==> config.mk <==
export PLATFORM = sky130hd
export DESIGN_NAME = rs_strobe_gen
export DESIGN_NICKNAME = d
export VERILOG_FILES = /design/src/rtl/rs_strobe_gen_pkg.sv /design/src/rtl/rs_strobe_gen_key_debounce.sv /design/src/rtl/rs_strobe_gen.sv
export SDC_FILE = /design/constraint.sdc
export NUM_CORES = 1
export LEC_CHECK = 0
export CAP_MARGIN = 15
export CORE_MARGIN = 2
export CORE_UTILIZATION = 51
export DETAILED_ROUTE_END_ITERATION = 10
export MAX_ROUTING_LAYER = met4
export PLACE_DENSITY = 0.76
export SETUP_SLACK_MARGIN = 0.5
export SYNTH_ARGS = -nofsm -noshare
export SYNTH_HDL_FRONTEND = slang
export SYNTH_HIERARCHICAL = 1
export SYNTH_SLANG_ARGS = --single-unit
export TNS_END_PERCENT = 20
==> constraint.sdc <==
create_clock -name Clk -period 2 [get_ports Clk]
set_clock_uncertainty 0.1 [all_clocks]
set_input_delay 0.4 -clock Clk [delete_from_list [all_inputs] [get_ports Clk]]
set_output_delay 0.4 -clock Clk [all_outputs]
set_load 0.02 [all_outputs]
==> src/rtl/rs_strobe_gen_pkg.sv <==
// Shared types and helpers for the RS-latch strobe front end.
// State encodings are fixed so a checker can decode the debug bus directly.
package rs_strobe_gen_pkg;

  typedef enum logic [1:0] {
    IDLE    = 2'd0,
    PULSE_S = 2'd1,
    PULSE_R = 2'd2
  } state_t;

  // One millisecond of stability on the 50 MHz board clock.
  localparam int DEFAULT_DEBOUNCE_CYCLES = 50000;

  function automatic int clog2(input int value);
    int r;
    r = 0;
    while ((1 << r) < value) r = r + 1;
    return r;
  endfunction

endpackage

==> src/rtl/rs_strobe_gen_key_debounce.sv <==
// One pushbutton lane: two-flop synchroniser, stability counter and press-edge pulse.
// A key still held when reset releases must be seen released before it may produce a press.
module rs_strobe_gen_key_debounce
  import rs_strobe_gen_pkg::*;
#(
  parameter int DEBOUNCE_CYCLES = DEFAULT_DEBOUNCE_CYCLES
) (
  input  logic Clk,
  input  logic Rst,
  input  logic Key_n,
  output logic Level,
  output logic Press
);

  localparam int              CW   = clog2(DEBOUNCE_CYCLES) + 1;
  localparam logic [CW-1:0]   LAST = CW'(DEBOUNCE_CYCLES - 1);

  logic          sync_a;
  logic          sync_b;
  logic          fill_a;
  logic          fill_b;
  logic          armed;
  logic [CW-1:0] count;

  // fill_b marks that sync_b now holds a real pin sample rather than its reset value.
  always_ff @(posedge Clk) begin
    if (Rst) begin
      sync_a <= 1'b1;
      sync_b <= 1'b1;
      fill_a <= 1'b0;
      fill_b <= 1'b0;
      armed  <= 1'b0;
      Level  <= 1'b1;
      count  <= '0;
      Press  <= 1'b0;
    end else begin
      sync_a <= Key_n;
      sync_b <= sync_a;
      fill_a <= 1'b1;
      fill_b <= fill_a;
      Press  <= 1'b0;
      if (fill_b && sync_b) begin
        armed <= 1'b1;
      end
      if (sync_b == Level) begin
        count <= '0;
      end else if (count == LAST) begin
        Level <= sync_b;
        count <= '0;
        Press <= armed & ~sync_b;
      end else begin
        count <= count + CW'(1);
      end
    end
  end

endmodule

==> src/rtl/rs_strobe_gen.sv <==
// Turns two debounced key presses into mutually exclusive, fixed-width S/R strobes.
// dbg = {state, set level, reset level} for external checkers.
module rs_strobe_gen
  import rs_strobe_gen_pkg::*;
#(
  parameter int DEBOUNCE_CYCLES = DEFAULT_DEBOUNCE_CYCLES,
  parameter int PULSE_LEN       = 1,
  parameter bit R_PRIORITY      = 1'b1
) (
  input  logic       Clk,
  input  logic       Rst,
  input  logic       KeyS_n,
  input  logic       KeyR_n,
  output logic       S,
  output logic       R,
  output logic       Busy,
  output logic       Conflict,
  output logic [3:0] dbg
);

  localparam int            PW         = clog2(PULSE_LEN) + 1;
  localparam logic [PW-1:0] PULSE_LAST = PW'(PULSE_LEN - 1);

  state_t        state;
  state_t        state_d;
  logic [PW-1:0] cnt;
  logic [PW-1:0] cnt_d;
  logic          s_d;
  logic          r_d;
  logic          busy_d;
  logic          conflict_d;
  logic          press_s;
  logic          press_r;
  logic          level_s;
  logic          level_r;

  rs_strobe_gen_key_debounce #(.DEBOUNCE_CYCLES(DEBOUNCE_CYCLES)) u_key_s (
    .Clk   (Clk),
    .Rst   (Rst),
    .Key_n (KeyS_n),
    .Level (level_s),
    .Press (press_s)
  );

  rs_strobe_gen_key_debounce #(.DEBOUNCE_CYCLES(DEBOUNCE_CYCLES)) u_key_r (
    .Clk   (Clk),
    .Rst   (Rst),
    .Key_n (KeyR_n),
    .Level (level_r),
    .Press (press_r)
  );

  always_ff @(posedge Clk) begin
    if (Rst) begin
      state    <= IDLE;
      cnt      <= '0;
      S        <= 1'b0;
      R        <= 1'b0;
      Busy     <= 1'b0;
      Conflict <= 1'b0;
    end else begin
      state    <= state_d;
      cnt      <= cnt_d;
      S        <= s_d;
      R        <= r_d;
      Busy     <= busy_d;
      Conflict <= conflict_d;
    end
  end

  always_comb begin
    state_d = state;
    unique case (state)
      IDLE: begin
        if (press_s && press_r) begin
          state_d = R_PRIORITY ? PULSE_R : PULSE_S;
        end else if (press_s) begin
          state_d = PULSE_S;
        end else if (press_r) begin
          state_d = PULSE_R;
        end
      end
      PULSE_S, PULSE_R: begin
        if (cnt == '0) begin
          state_d = IDLE;
        end
      end
      default: state_d = IDLE;
    endcase
  end

  // Strobes come straight from the next state, so S and R can never both be set.
  always_comb begin
    cnt_d      = cnt;
    conflict_d = 1'b0;
    unique case (state)
      IDLE: begin
        conflict_d = press_s & press_r;
        if (press_s || press_r) begin
          cnt_d = PULSE_LAST;
        end
      end
      PULSE_S, PULSE_R: begin
        conflict_d = press_s | press_r;
        if (cnt != '0) begin
          cnt_d = cnt - PW'(1);
        end
      end
      default: cnt_d = '0;
    endcase
    s_d    = (state_d == PULSE_S);
    r_d    = (state_d == PULSE_R);
    busy_d = (state_d != IDLE);
  end

  assign dbg = {state, level_s, level_r};

endmodule

==> summary.txt, run 1 <==
Status = complete, no violations
Tot GR Track Use = 18.1%
Worst R2R Setup Slack = 0.22 ns
WS Path Type = reg -> reg
Syn_nets = 245
Fin crit share = 88.9%
Worst Path Arrival = 1.90 ns
Final net count = 272
Synthesized instance count = 237
Post-CTS Hold Buffers = 0
Die height = 70.5 um
Avg Inst Size Synth = 9.52 sq um
Post-layout min period = 1.78 ns
Min-Delay Path Class = reg -> reg
Via Count = 1675
Critical Path RT = 2.12 ns
Setup crit end kind = flop
#FFs+latches synth = 54
Clock Path Buffers = 2
CTS clk-pin slew, worst paths = 0.11 ns
Clk sinks = 54
Drt wl/cell = 12.8 um
Max Slew Vio Count = 0
Hold Violations, Final = 0
Share of layout cells above drive strength 1 = 22.6%
Ant. Diodes = 0
Ys Warns = 6
Rows = 24
Fillers = 370
I/O Buffers = 11
DRC = 0
Max Fanout on Critical Path = 4
Slew margin rel. = 77.2%
Commonest cells after routing, fill and taps aside = dfxtp_1 (44), nor2_1 (38), xnor2_1 (28), inv_1 (14), nand4_1 (12)
IO Pins = 12
Die ar. = 4970 sq um
Post-Synthesis Cell Area = 2260 sq um
Max-Cap Viols = 0
Layout area overhead = 17.1%
Power Density = 669 nW/um^2
Final Util = 61.5%
Pleak = 0.860 nW
Clock Latency Late Sink = 0.31 ns
Final WL = 4050 um
Unrepaired setup endpoints after global routing = yes
Starting density of the core = 52.5%
Maximum vdd drop = 0.454 mV
Final setup vio count = 0
Routed Antenna Nets = 0
DR iter-0 viols = 80
Detailed Place HPWL = 2650 um
Vias in the first global route = 1617
Commonest non-fill, non-tap cell in the layout = dfxtp_1
DIE WIDTH = 70.5 um
Register area share after synthesis = 47.9%
Slew @ Worst Pin = 0.339 ns
DR pass1 iterations = 4
Clk root buf = clkbuf_8
Setup_tns = 0 ns
First-pass GRT wire length = 6980 um
CTS tree = built
Largest net degree at the start of global routing = 20
H-tree levels = 2
Total global routing overflow = 0
Total CTS buffers = 5
Via density = 5.28
Max frequency = 562 MHz
Core area = 4290 sq um
Number of distinct library cells after synthesis = 28
Initial antenna violation count = 0
CP Launch Type = flop
Gpl congestion = 0.853
==> cells in the mapped netlist <==
master    number  area share (%)
or2_1          2            0.55
o21a_1         1            0.33
nor2_1        40             6.7
nand3_1       11             2.4
mux2i_1        2            0.89
buf_12         2             1.8
inv_1         14             2.3
nand2_1       11             1.8
and4_2         2            0.89
nor4_4         2             1.9
a211oi_1       1            0.33
a21oi_1        3            0.67
nand4_1       12             3.3
dfxtp_1       54              48
nor4_1        12             3.3
nor2b_1        3            0.83
nor2_2         4             1.1
ha_1           4             2.2
o21ai_0        1            0.22
xnor2_1       28              11
nand2b_1       1            0.28
or2_2          4             1.1
or4_4          5             2.5
nor3_1         9             2.0
xor2_1         4             1.6
o21bai_2       1            0.50
buf_4          2            0.67
buf_6          2             1.0
==> final timing paths <==
| path | startpoint | endpoint | depth (start not counted) |
|---|---|---|---|
| setup reg to reg | u_key_r/count[12]$_SDFF_PP0_ | u_key_r/Level$_SDFFE_PP1P_ | 5 |
| setup / recovery | u_key_r/count[12]$_SDFF_PP0_ | u_key_r/Level$_SDFFE_PP1P_ | 5 |
| hold reg to reg | u_key_r/sync_a$_SDFF_PP1_ | u_key_r/sync_b$_SDFF_PP1_ | 1 |
| hold / removal | u_key_r/sync_a$_SDFF_PP1_ | u_key_r/sync_b$_SDFF_PP1_ | 1 |
==> critical path, cell delays in order, from the launching register on <==
cell and delay (ns):
dfxtp_2 0.35, or4_4 0.54, nor4_4 0.30, buf_4 0.16, mux2i_1 0.17, nand2_1 0.06
==> what timing repair did <==
action                     CTS  global route
cloned                       1             0
buffers inserted             5             3
pin swaps                    8             5
setup endpoints to repair   45            46
gates resized for setup     21            13
==> where the power goes <==
part	total, mW	internal (mW)	switching (mW)
logic	0.0400	0.0217	0.0184
registers	1.09	1.08	0.00642
clock network	0.641	0.260	0.381
total	1.77	1.36	0.405
==> through the flow <==
step / setup WS, ns / hold slack (ns) / instances / area, sq um / power [mW]
2_1_floorplan: 0.218 / 0.289 / 237 / 2260 / 1.14
3_3_place_gp: 0.115 / 0.292 / 300 / 2400 / 1.15
3_5_place_dp: 0.131 / 0.298 / 300 / 2400 / 1.15
4_1_cts: 0.222 / 0.324 / 314 / 2580 / 1.80
5_1_grt: 0.135 / 0.337 / 317 / 2640 / 1.84
6_report: 0.221 / 0.327 / 317 / 2640 / 1.77
==> state kept, by name, indices dropped and copies added (netlist names) <==
name            count
Busy                1
Conflict            1
R                   1
S                   1
state               2
u_key_r/Level       1
u_key_r/Press       1
u_key_r/armed       1
u_key_r/count      17
u_key_r/fill_a      1
u_key_r/fill_b      1
u_key_r/sync_a      1
u_key_r/sync_b      1
u_key_s/Level       1
u_key_s/Press       1
u_key_s/armed       1
u_key_s/count      17
u_key_s/fill_a      1
u_key_s/fill_b      1
u_key_s/sync_a      1
u_key_s/sync_b      1
==> kinds of logic (layout without fill, tap and decap cells) <==
| logic type | count (synthesis) | count (layout) | synth area share [%] |
|---|---|---|---|
| AO/OA/AOI/OAI | 7 | 7 | 2.05 |
| XOR/XNOR | 32 | 32 | 12.4 |
| adder cells (fa/ha/maj) | 4 | 4 | 2.22 |
| buffers and inverters | 20 | 48 | 5.77 |
| flip-flops | 54 | 54 | 47.9 |
| multiplexers | 2 | 2 | 0.887 |
| AND/OR/NAND/NOR | 118 | 118 | 28.7 |
==> routing by layer <==
metal,vias up,track usage [%],share of wire (%)
met5,-,-,0
li1,849,-,-
met3,4,5.77,3.8
met4,0,7.69,0.99
met2,28,29.6,51
met1,794,20.4,44
==> layout make-up <==
type	instances	area, sq um	area share [%]
sequential	54	1100	41.8
multi-input combinational	163	1080	40.9
timing repair buffer	26	241	9.14
clock buffer	5	68.8	2.61
tap	52	65.1	2.46
inverter	14	52.6	1.99
clock inverter	3	28.8	1.09
No activity file was read; power rests on OpenSTA's default activity.
==> run 2: changes to the inputs <==
--- a/config.mk
+++ b/config.mk
@@ -9,6 +9,7 @@
 export CORE_MARGIN = 2
 export CORE_UTILIZATION = 51
 export DETAILED_ROUTE_END_ITERATION = 10
+export GPL_TIMING_DRIVEN = 0
 export MAX_ROUTING_LAYER = met4
 export PLACE_DENSITY = 0.76
 export SETUP_SLACK_MARGIN = 0.5
==> run 2 against run 1 <==
Clock power shrank 4.8%. Core utilization grew 0.23 points. Flip-flop and latch count is the same. First-iteration DRC count grew 25%. Routed wire length shrank 6.7%. Maximum frequency shrank 3.6%.
==> summary.txt, run 2 (synthesis gave the netlist of run 1 again) <==
Status = complete, no violations
Reg-to-reg startpoint = u_key_s/count[16]$_SDFF_PP0_
Power Density = 657 nW/um^2 (-1.9%)
Rows = 24 (unchanged)
Tot GR Track Use = 17.1% (-0.98 points)
Total CTS buffers = 5 (unchanged)
Pleak = 0.856 nW (-0.49%)
Final WL = 3770 um (-6.7%)
Critical Path RT = 2.10 ns (-0.02 ns)
Placement Setup Slack = -0.115 ns (-0.245 ns)
Total global routing overflow = 0 (unchanged)
Clock Latency Late Sink = 0.31 ns (about the same)
CTS tree = built
Fin crit share = 92.2% (+3.3 points)
Drt wl/cell = 11.9 um (-6.5%)
Worst Path Arrival = 1.95 ns (+0.05 ns)
Worst R2R Setup Slack = 0.16 ns (-0.07 ns)
DR iter-0 viols = 100 (+25%)
Critical path startpoint = u_key_s/count[16]$_SDFF_PP0_
Final setup vio count = 0 (unchanged)
Clk root buf = clkbuf_8
Clk sinks = 54 (unchanged)
Max Fanout on Critical Path = 10 (+6)
Maximum vdd drop = 0.447 mV (-1.5%)
Final Worst Setup Slack = 0.156 ns (-0.0656 ns)
Clock Path Buffers = 2 (unchanged)
DIE WIDTH = 70.5 um (unchanged)
Post-route cell area = 2650 sq um (+0.38%)
Worst r2r path cells = 6 (+1)
Cell Area, Placed = 2430 sq um (+1.4%)
Min-Delay Path Class = reg -> reg
CP Launch Type = flop
Routed Antenna Nets = 0 (unchanged)
Reg2reg end = u_key_s/count[12]$_SDFF_PP0_
Share of layout cells above drive strength 1 = 21.2% (-1.4 points)
Final Util = 61.7% (+0.23 points)
I/O Buffers = 11 (unchanged)
Setup crit end kind = flop
WS Path Type = reg -> reg
Via density = 5.03 (-4.9%)
Vias in the first global route = 1528 (-5.5%)
Post-layout min period = 1.84 ns (+0.0656 ns)
Placed cells = 300 (unchanged)
Slew @ Worst Pin = 0.425 ns (+0.0862 ns)
Max frequency = 542 MHz (-3.6%)
Setup_tns = 0 ns (unchanged)
Hold Violations, Final = 0 (unchanged)
Starting density of the core = 52.5% (unchanged)
Largest net degree at the start of global routing = 19 (-5.0%)
Final net count = 271 (-0.37%)
Core area = 4290 sq um (unchanged)
Die height = 70.5 um (unchanged)
Ant. Diodes = 0 (unchanged)
Max Slew Vio Count = 0 (unchanged)
Slew margin rel. = 71.6% (-5.6 points)
Gpl congestion = 0.780 (-8.6%)
Max-Cap Viols = 0 (unchanged)
Commonest non-fill, non-tap cell in the layout = dfxtp_1
Commonest cells after routing, fill and taps aside = dfxtp_1 (45), nor2_1 (39), xnor2_1 (28), inv_1 (14), nand4_1 (12)
Biggest regs = u_key_r/count: 17 flops, u_key_s/count: 17 flops, state: 2 flops
Via Count = 1588 (-5.2%)
CTS clk-pin slew, worst paths = 0.10 ns (about the same)
Cell Count, Final, Fillers Out = 316 (-0.32%)
Detailed Place HPWL = 2550 um (-3.7%)
Initial antenna violation count = 0 (unchanged)
First-pass GRT wire length = 6600 um (-5.3%)
Unrepaired setup endpoints after global routing = yes
Layout area overhead = 17.5%
DR pass1 iterations = 4 (unchanged)
DRC = 0 (unchanged)
H-tree levels = 2 (unchanged)
IO Pins = 12 (unchanged)
Die ar. = 4970 sq um (unchanged)
CP endpoint = u_key_s/count[12]$_SDFF_PP0_
Post-CTS Hold Buffers = 0 (unchanged)
-- run 2: power by group --
group / internal, mW / leakage (nW) / switching (mW)
Clock: 0.253 / 0.0447 / 0.357
Combinational: 0.0235 / 0.370 / 0.0184
Sequential: 1.08 / 0.441 / 0.00578
-- run 2: layout make-up --
cell class                      count  area (sq um)
Buffer                              6          77.6
Clock buffer                        5          68.8
Clock inverter                      3          25.0
Fill cell                         358          1640
Inverter                           14          52.6
Multi-Input combinational cell    163          1070
Sequential cell                    54          1100
Tap cell                           52          65.1
Timing Repair Buffer               19           194
-- run 2: timing repair --
action	4_1_cts	5_1_grt
setup buffers	8	0
endpoints found under the hold margin	0	0
pin swaps	4	4
endpoints found under the setup margin	47	48
resized for setup	13	9
-- run 2: critical path, cell delays in order, from the launching register on --
cell	delay, ns
dfxtp_2	0.34
or4_4	0.54
nor4_4	0.31
or2_1	0.17
buf_6	0.12
buf_12	0.12
nor2_1	0.05
-- run 2: worst min-delay path by stage --
stage / start / endpoint / slack, ns / cells past startpoint
5_1_grt: u_key_s/sync_a$_SDFF_PP1_ / u_key_s/sync_b$_SDFF_PP1_ / 0.34 / 1
4_1_cts: u_key_s/sync_a$_SDFF_PP1_ / u_key_s/sync_b$_SDFF_PP1_ / 0.33 / 1
2_1_floorplan: u_key_r/sync_a$_SDFF_PP1_ / u_key_r/sync_b$_SDFF_PP1_ / 0.29 / 1
3_3_place_gp: u_key_s/sync_a$_SDFF_PP1_ / u_key_s/sync_b$_SDFF_PP1_ / 0.30 / 1
3_5_place_dp: u_key_s/sync_a$_SDFF_PP1_ / u_key_s/sync_b$_SDFF_PP1_ / 0.30 / 1
6_report: u_key_s/sync_a$_SDFF_PP1_ / u_key_s/sync_b$_SDFF_PP1_ / 0.33 / 1
-- run 2: routing by layer --
layer  GRT usage [%]  vias to the layer above  routed length, um
met5               -                        -                  0
met4            6.84                        0                 61
met3            4.04                        7                105
met2            28.3                       15               1890
met1            20.1                      717               1720
li1                -                      849                  -
-- run 2: stage by stage --
step	hold slack (ns)	total power [mW]
finish	0.326	1.74
CTS	0.327	1.76
detailed placement	0.301	1.15
global route	0.335	1.80
floorplan	0.289	1.14
global placement	0.295	1.15
